$ cat config.mk
export PLATFORM = sky130hd
export DESIGN_NAME = servo_track_history
export DESIGN_NICKNAME = d
export VERILOG_FILES = /design/src/rtl/servo_track_history.sv
export SDC_FILE = /design/constraint.sdc
export NUM_CORES = 1
export LEC_CHECK = 0
export BUFFER_PORTS_ARGS = -buffer_cell sky130_fd_sc_hd__clkbuf_2
export CAP_MARGIN = 20
export CORE_ASPECT_RATIO = 0.6
export CORE_MARGIN = 2
export CORE_UTILIZATION = 45
export CTS_BUF_LIST = sky130_fd_sc_hd__clkbuf_2
export DETAILED_ROUTE_END_ITERATION = 12
export HOLD_SLACK_MARGIN = 0.02
export PLACE_DENSITY = 0.63
export SLEW_MARGIN = 10
export SYNTH_ARGS = -nofsm -noshare
export SYNTH_HDL_FRONTEND = slang
export SYNTH_SLANG_ARGS = --single-unit
$ cat constraint.sdc
create_clock -name clk -period 4.1 [get_ports clk]
set_input_delay 0.82 -clock clk [delete_from_list [all_inputs] [get_ports clk]]
set_output_delay 0.82 -clock clk [all_outputs]
set_load 0.02 [all_outputs]
$ cat src/rtl/servo_track_history.sv
// Circular history of the last DEPTH multi-channel servo samples, replayed newest-first on request.
// Outputs per-channel park values whenever no replay is in progress.
module servo_track_history #(
    parameter int unsigned     CH        = 2,
    parameter int unsigned     W         = 11,
    parameter int unsigned     DEPTH     = 25,
    parameter logic [CH*W-1:0] PARK_VALS = {11'd1500, 11'd1200}
) (
    input  logic                         clk,
    input  logic                         rst,
    input  logic                         ce,
    input  logic                         clear,
    input  logic                         bt_start,
    input  logic                         bt_abort,
    input  logic [CH*W-1:0]              sample_in,
    output logic [CH*W-1:0]              sample_out,
    output logic                         out_valid,
    output logic                         busy,
    output logic                         bt_done,
    output logic [$clog2(DEPTH+1)-1:0]   count
);
    localparam int unsigned   PW       = $clog2(DEPTH);
    localparam int unsigned   CW       = $clog2(DEPTH + 1);
    localparam logic [PW-1:0] PTR_LAST = PW'(DEPTH - 1);
    localparam logic [CW-1:0] CNT_FULL = CW'(DEPTH);

    typedef enum logic {REC, REPLAY} state_e;

    state_e            state_q, state_d;
    logic [PW-1:0]     wr_ptr_q, wr_ptr_d;
    logic [CW-1:0]     count_q, count_d;
    logic [CH*W-1:0]   sample_out_q, sample_out_d;
    logic              out_valid_q, out_valid_d;
    logic              bt_done_q, bt_done_d;
    logic [PW-1:0]     rd_ptr;
    logic              mem_we;
    logic [CH*W-1:0]   mem_q [DEPTH];

    always_comb begin
        state_d      = state_q;
        wr_ptr_d     = wr_ptr_q;
        count_d      = count_q;
        sample_out_d = sample_out_q;
        out_valid_d  = 1'b0;
        bt_done_d    = 1'b0;
        mem_we       = 1'b0;
        rd_ptr       = (wr_ptr_q == '0) ? PTR_LAST : wr_ptr_q - PW'(1);

        if (clear) begin
            state_d      = REC;
            wr_ptr_d     = '0;
            count_d      = '0;
            sample_out_d = PARK_VALS;
        end else if (state_q == REPLAY) begin
            if (bt_abort) begin
                state_d      = REC;
                sample_out_d = PARK_VALS;
            end else if (ce) begin
                // Popping rewinds wr_ptr so a later recording resumes right after the newest survivor.
                wr_ptr_d     = rd_ptr;
                sample_out_d = mem_q[rd_ptr];
                out_valid_d  = 1'b1;
                count_d      = count_q - CW'(1);
                if (count_q == CW'(1)) begin
                    bt_done_d = 1'b1;
                    state_d   = REC;
                end
            end
        end else begin
            if (ce) begin
                mem_we       = 1'b1;
                wr_ptr_d     = (wr_ptr_q == PTR_LAST) ? '0 : wr_ptr_q + PW'(1);
                sample_out_d = PARK_VALS;
                if (count_q != CNT_FULL) begin
                    count_d = count_q + CW'(1);
                end
            end
            // A same-cycle ce guarantees at least one entry to replay.
            if (bt_start) begin
                if (ce || count_q != '0) begin
                    state_d = REPLAY;
                end else begin
                    bt_done_d = 1'b1;
                end
            end
        end
    end

    always_ff @(posedge clk or posedge rst) begin
        if (rst) begin
            state_q      <= REC;
            wr_ptr_q     <= '0;
            count_q      <= '0;
            sample_out_q <= PARK_VALS;
            out_valid_q  <= 1'b0;
            bt_done_q    <= 1'b0;
        end else begin
            state_q      <= state_d;
            wr_ptr_q     <= wr_ptr_d;
            count_q      <= count_d;
            sample_out_q <= sample_out_d;
            out_valid_q  <= out_valid_d;
            bt_done_q    <= bt_done_d;
        end
    end

    always_ff @(posedge clk) begin
        if (mem_we) begin
            mem_q[wr_ptr_q] <= sample_in;
        end
    end

    assign sample_out = sample_out_q;
    assign out_valid  = out_valid_q;
    assign bt_done    = bt_done_q;
    assign busy       = (state_q == REPLAY);
    assign count      = count_q;

endmodule

==> results.md <==
- Status: completed
- Post-CTS setup buffers: 0
- HP Class: in -> reg
- Post-synth top area share: 0.696
- Sequential cell area fraction in the yosys report: 0.734
- Total CTS buffers: about 130
- Critical path buffers and inverters: 2
- Largest net degree at the start of global routing: about 120
- Final min period: about 3.6 ns
- Synth Area in Simple Gates: 0.0842
- Post-DRT Antenna Nets: 0
- Hold_ws: between 0.15 and 0.2 ns
- Sequential Power Share: 0.509
- TNS Setup: 0 ns
- Area of the die: approximately 0.055 mm2
- Final GP Congestion: around 0.84
- Root Driver: clkbuf_2
- CP Cell Sequence: inv_1, ha_4, or4b_1, nand2b_4, buf_12, nor2_1, a211oi_1, nor3_1, o32a_1
- Relative max-transition margin: 0.275
- Most frequent cells in the layout: edfxtp_1 (550), clkbuf_2 (267), nand2_1 (217), a21oi_1 (84), mux2i_1 (70)
- Initial Util: 0.453
- Crit-path max cell delay: roughly 0.67 ns
- Area of the multi-input gates: roughly 0.0059 mm2
- Total GRT Usage: 0.241
- Post-DR vias/cell: 6.01
- Slowest CP cell: nand2b_4
- Clock Sinks: roughly 600
- Crit path max fanout: 52
- CP endpoint kind: register
- Die Ht: ~180 um
- Adder-cell share of the synthesized area: 0.00475
- Final hold vios: 0
- Top FF cell, synth: edfxtp_1
- Worst Max-Slew Pin Slew: ~1.1 ns
- Top Ports: 58
- Number of antenna violations at the first check in global routing: 1
- Post-synthesis mux area share: 0.0433
- Gate power share: 0.202
- Fillers: between 4,000 and 5,000
- Ys Warns: 0
- P_int: between 8 and 9 mW
- Startpoint types: register
- Number of DRC markers in iteration 0: roughly 1,800
- P per Cell Area: approximately 500 mW/mm2
- Hold buffer count at CTS: 2
- Vias in the first global route: 15,151
- Routed WL: ~65,000 um
- Net Sw Power: approximately 4.1 mW
- Inst Count DP: 2,333
- CP delay by family, top: simple AND/OR/NAND/NOR gates
- Post-synthesis cell area: ~0.024 mm2
- Clk_lat worst skew: 1.11 ns
- 1st-pass router iterations: 6
- Synth Area in Compound Gates: 0.108
- Fin nets: between 1,500 and 2,000
- Clock Skews: roughly 0.092 ns
- Pleak: ~8.8 nW
- PostCTS Resize Cnt: 0
- Wire per inst: approximately 25 um
- GR Overflow Total: 0
- Max-cap violations: 0
- VDD IR max: 0.236 mV
- Worst slack, placed: slightly below 0.6 ns
- Unrepaired setup endpoints after global routing: false
- WP data arrival: around 4.7 ns
- Port bufs: 57
- CP Data Required Time: 5.13 ns
- FMAX: roughly 280 MHz
- Combinational family with the most area after synthesis: compound AO/OA/AOI/OAI gates
- Mapped Nets: 1,662
- DP HPWL: roughly 38,000 um
- Area Growth Syn to Fin: 10.8%
- Final WS setup: 0.470 ns
- Register area: ~0.017 mm2
- Asr flop ratio synth: 0.0598
- Final setup vio count: 0
- Library cells used by synthesis: 71
- Commonest non-fill, non-tap cell in the layout: edfxtp_1
- Xor and xnor area share after synthesis: 0.00185
- Period utilization: 0.885
- Power Total: 13.1 mW
- CTS tree: built
- Post-synth EDFFs: 550
- Switching share of power: 0.317
- Clk buf depth: 3
- H-tree depth: 4
- Row count: 65
- Share of post-route cells with drive strength above 1: 0.223
- Crit Path Category: reg -> reg
- Final Max Tran Viols: 0
- Synth top area cells: edfxtp_1 (70%), nand2_1 (3.4%), mux2i_1 (3.0%)
- Die Span X: between 300 and 400 um
- Seq cells post-synth: 585
- Global-route wire length before repair: a little under 100,000 um
- Final Instance Count excl. Fillers: 2,567
- Post-Syn Area per Cell: roughly 15 um2
- Vias: ~15,000
- Cells after Synth: 1,625
- Drt drc: 0
- Clock-pin slew on the worst setup and hold paths: around 0.12 ns
- CORE AREA: 0.0523 mm2
- Clock power frac: 0.290
- Yosys top cell by area: edfxtp_1
[cell usage after synthesis (all sizes together), types with 21 or more instances]
cell type / number
edfxtp: 550
o22ai: 36
nor3: 38
mux2i: 70
dfrtp: 24
a21oi: 85
a31oi: 21
buf: 54
clkbuf: 58
a311oi: 27
a211oi: 23
nand3: 37
nor2: 86
nand2: 220
a221oi: 29
o21ai: 52
[layout make-up]
class / count / area share
inverters: 8 / 0.00114
multi-input cells: 920 / 0.223
clock buffers: 210 / 0.0400
well taps: 703 / 0.0335
diodes: 5 / 0.000476
flip-flops and latches: 585 / 0.663
repair buffers: 119 / 0.0331
clock inverters: 17 / 0.00567
[worst register-to-register path: stages, from the launching register on]
cell and delay (ns):
dfrtp_1 0.50, inv_1 0.18, ha_4 0.22, or4b_1 0.65, nand2b_4 0.67, buf_12 0.33
nor2_1 0.12, a211oi_1 0.40, nor3_1 0.17, o32a_1 0.36
[power groups by stage]
| stage | combinational [mW] | sequential (mW) | clock, mW |
|---|---|---|---|
| global placement | 2.56 | 6.78 | 0 |
| global route | 2.83 | 6.66 | 4.20 |
| finish | 2.63 | 6.65 | 3.78 |
| floorplan | 1.72 | 6.79 | 0 |
| detailed placement | 2.59 | 6.78 | 0 |
| CTS | 2.60 | 6.65 | 3.87 |
[flip-flops by register name, indices dropped and copies added, names as in the netlist]
name	flops
wr_ptr_q	5
sample_out	22
mem_q	550
busy	1
out_valid	1
count	5
bt_done	1
[metrics by stage]
stage	utilization	instance area [um2]
detailed placement	0.479	25000
CTS	0.502	26300
global placement	0.479	25000
finish	0.502	26300
global route	0.502	26300
floorplan	-	23700
[worst paths after layout]
check                                          start                    endpoint  slack [ns]  depth (start not counted)
max in group asynchronous                        rst     wr_ptr_q[0]$_DFFE_PP0P_        2.89                          3
min in group asynchronous                        rst        count[2]$_DFFE_PP0P_        0.49                          3
setup / recovery             wr_ptr_q[1]$_DFFE_PP0P_  sample_out[17]$_DFFE_PP1P_        0.47                          9
hold / removal                                    ce           bt_done$_DFF_PP0_        0.17                          3
setup reg to reg             wr_ptr_q[1]$_DFFE_PP0P_  sample_out[17]$_DFFE_PP1P_        0.47                          9
hold reg to reg            sample_out[8]$_DFFE_PP0P_   sample_out[8]$_DFFE_PP0P_        0.50                          2
[cells by family after synthesis]
| group | after synthesis |
|---|---|
| DFF | 585 |
| and+or+nand+nor | 448 |
| AOI/OAI and AO/OA | 367 |
| buffers and inverters | 120 |
| muxes | 91 |
| adders and majority gates | 9 |
| xor gates and xnor gates | 5 |
[metal layers]
metal	wire, um	global-route usage	vias to the layer above	share of wire
met1	29100	0.366	7685	0.45
li1	-	-	6674	-
met4	1380	0.0722	0	0.021
met5	0	0	-	0
met3	7360	0.0641	120	0.11
met2	27500	0.337	939	0.42
Power figures use the tool's default switching activity.
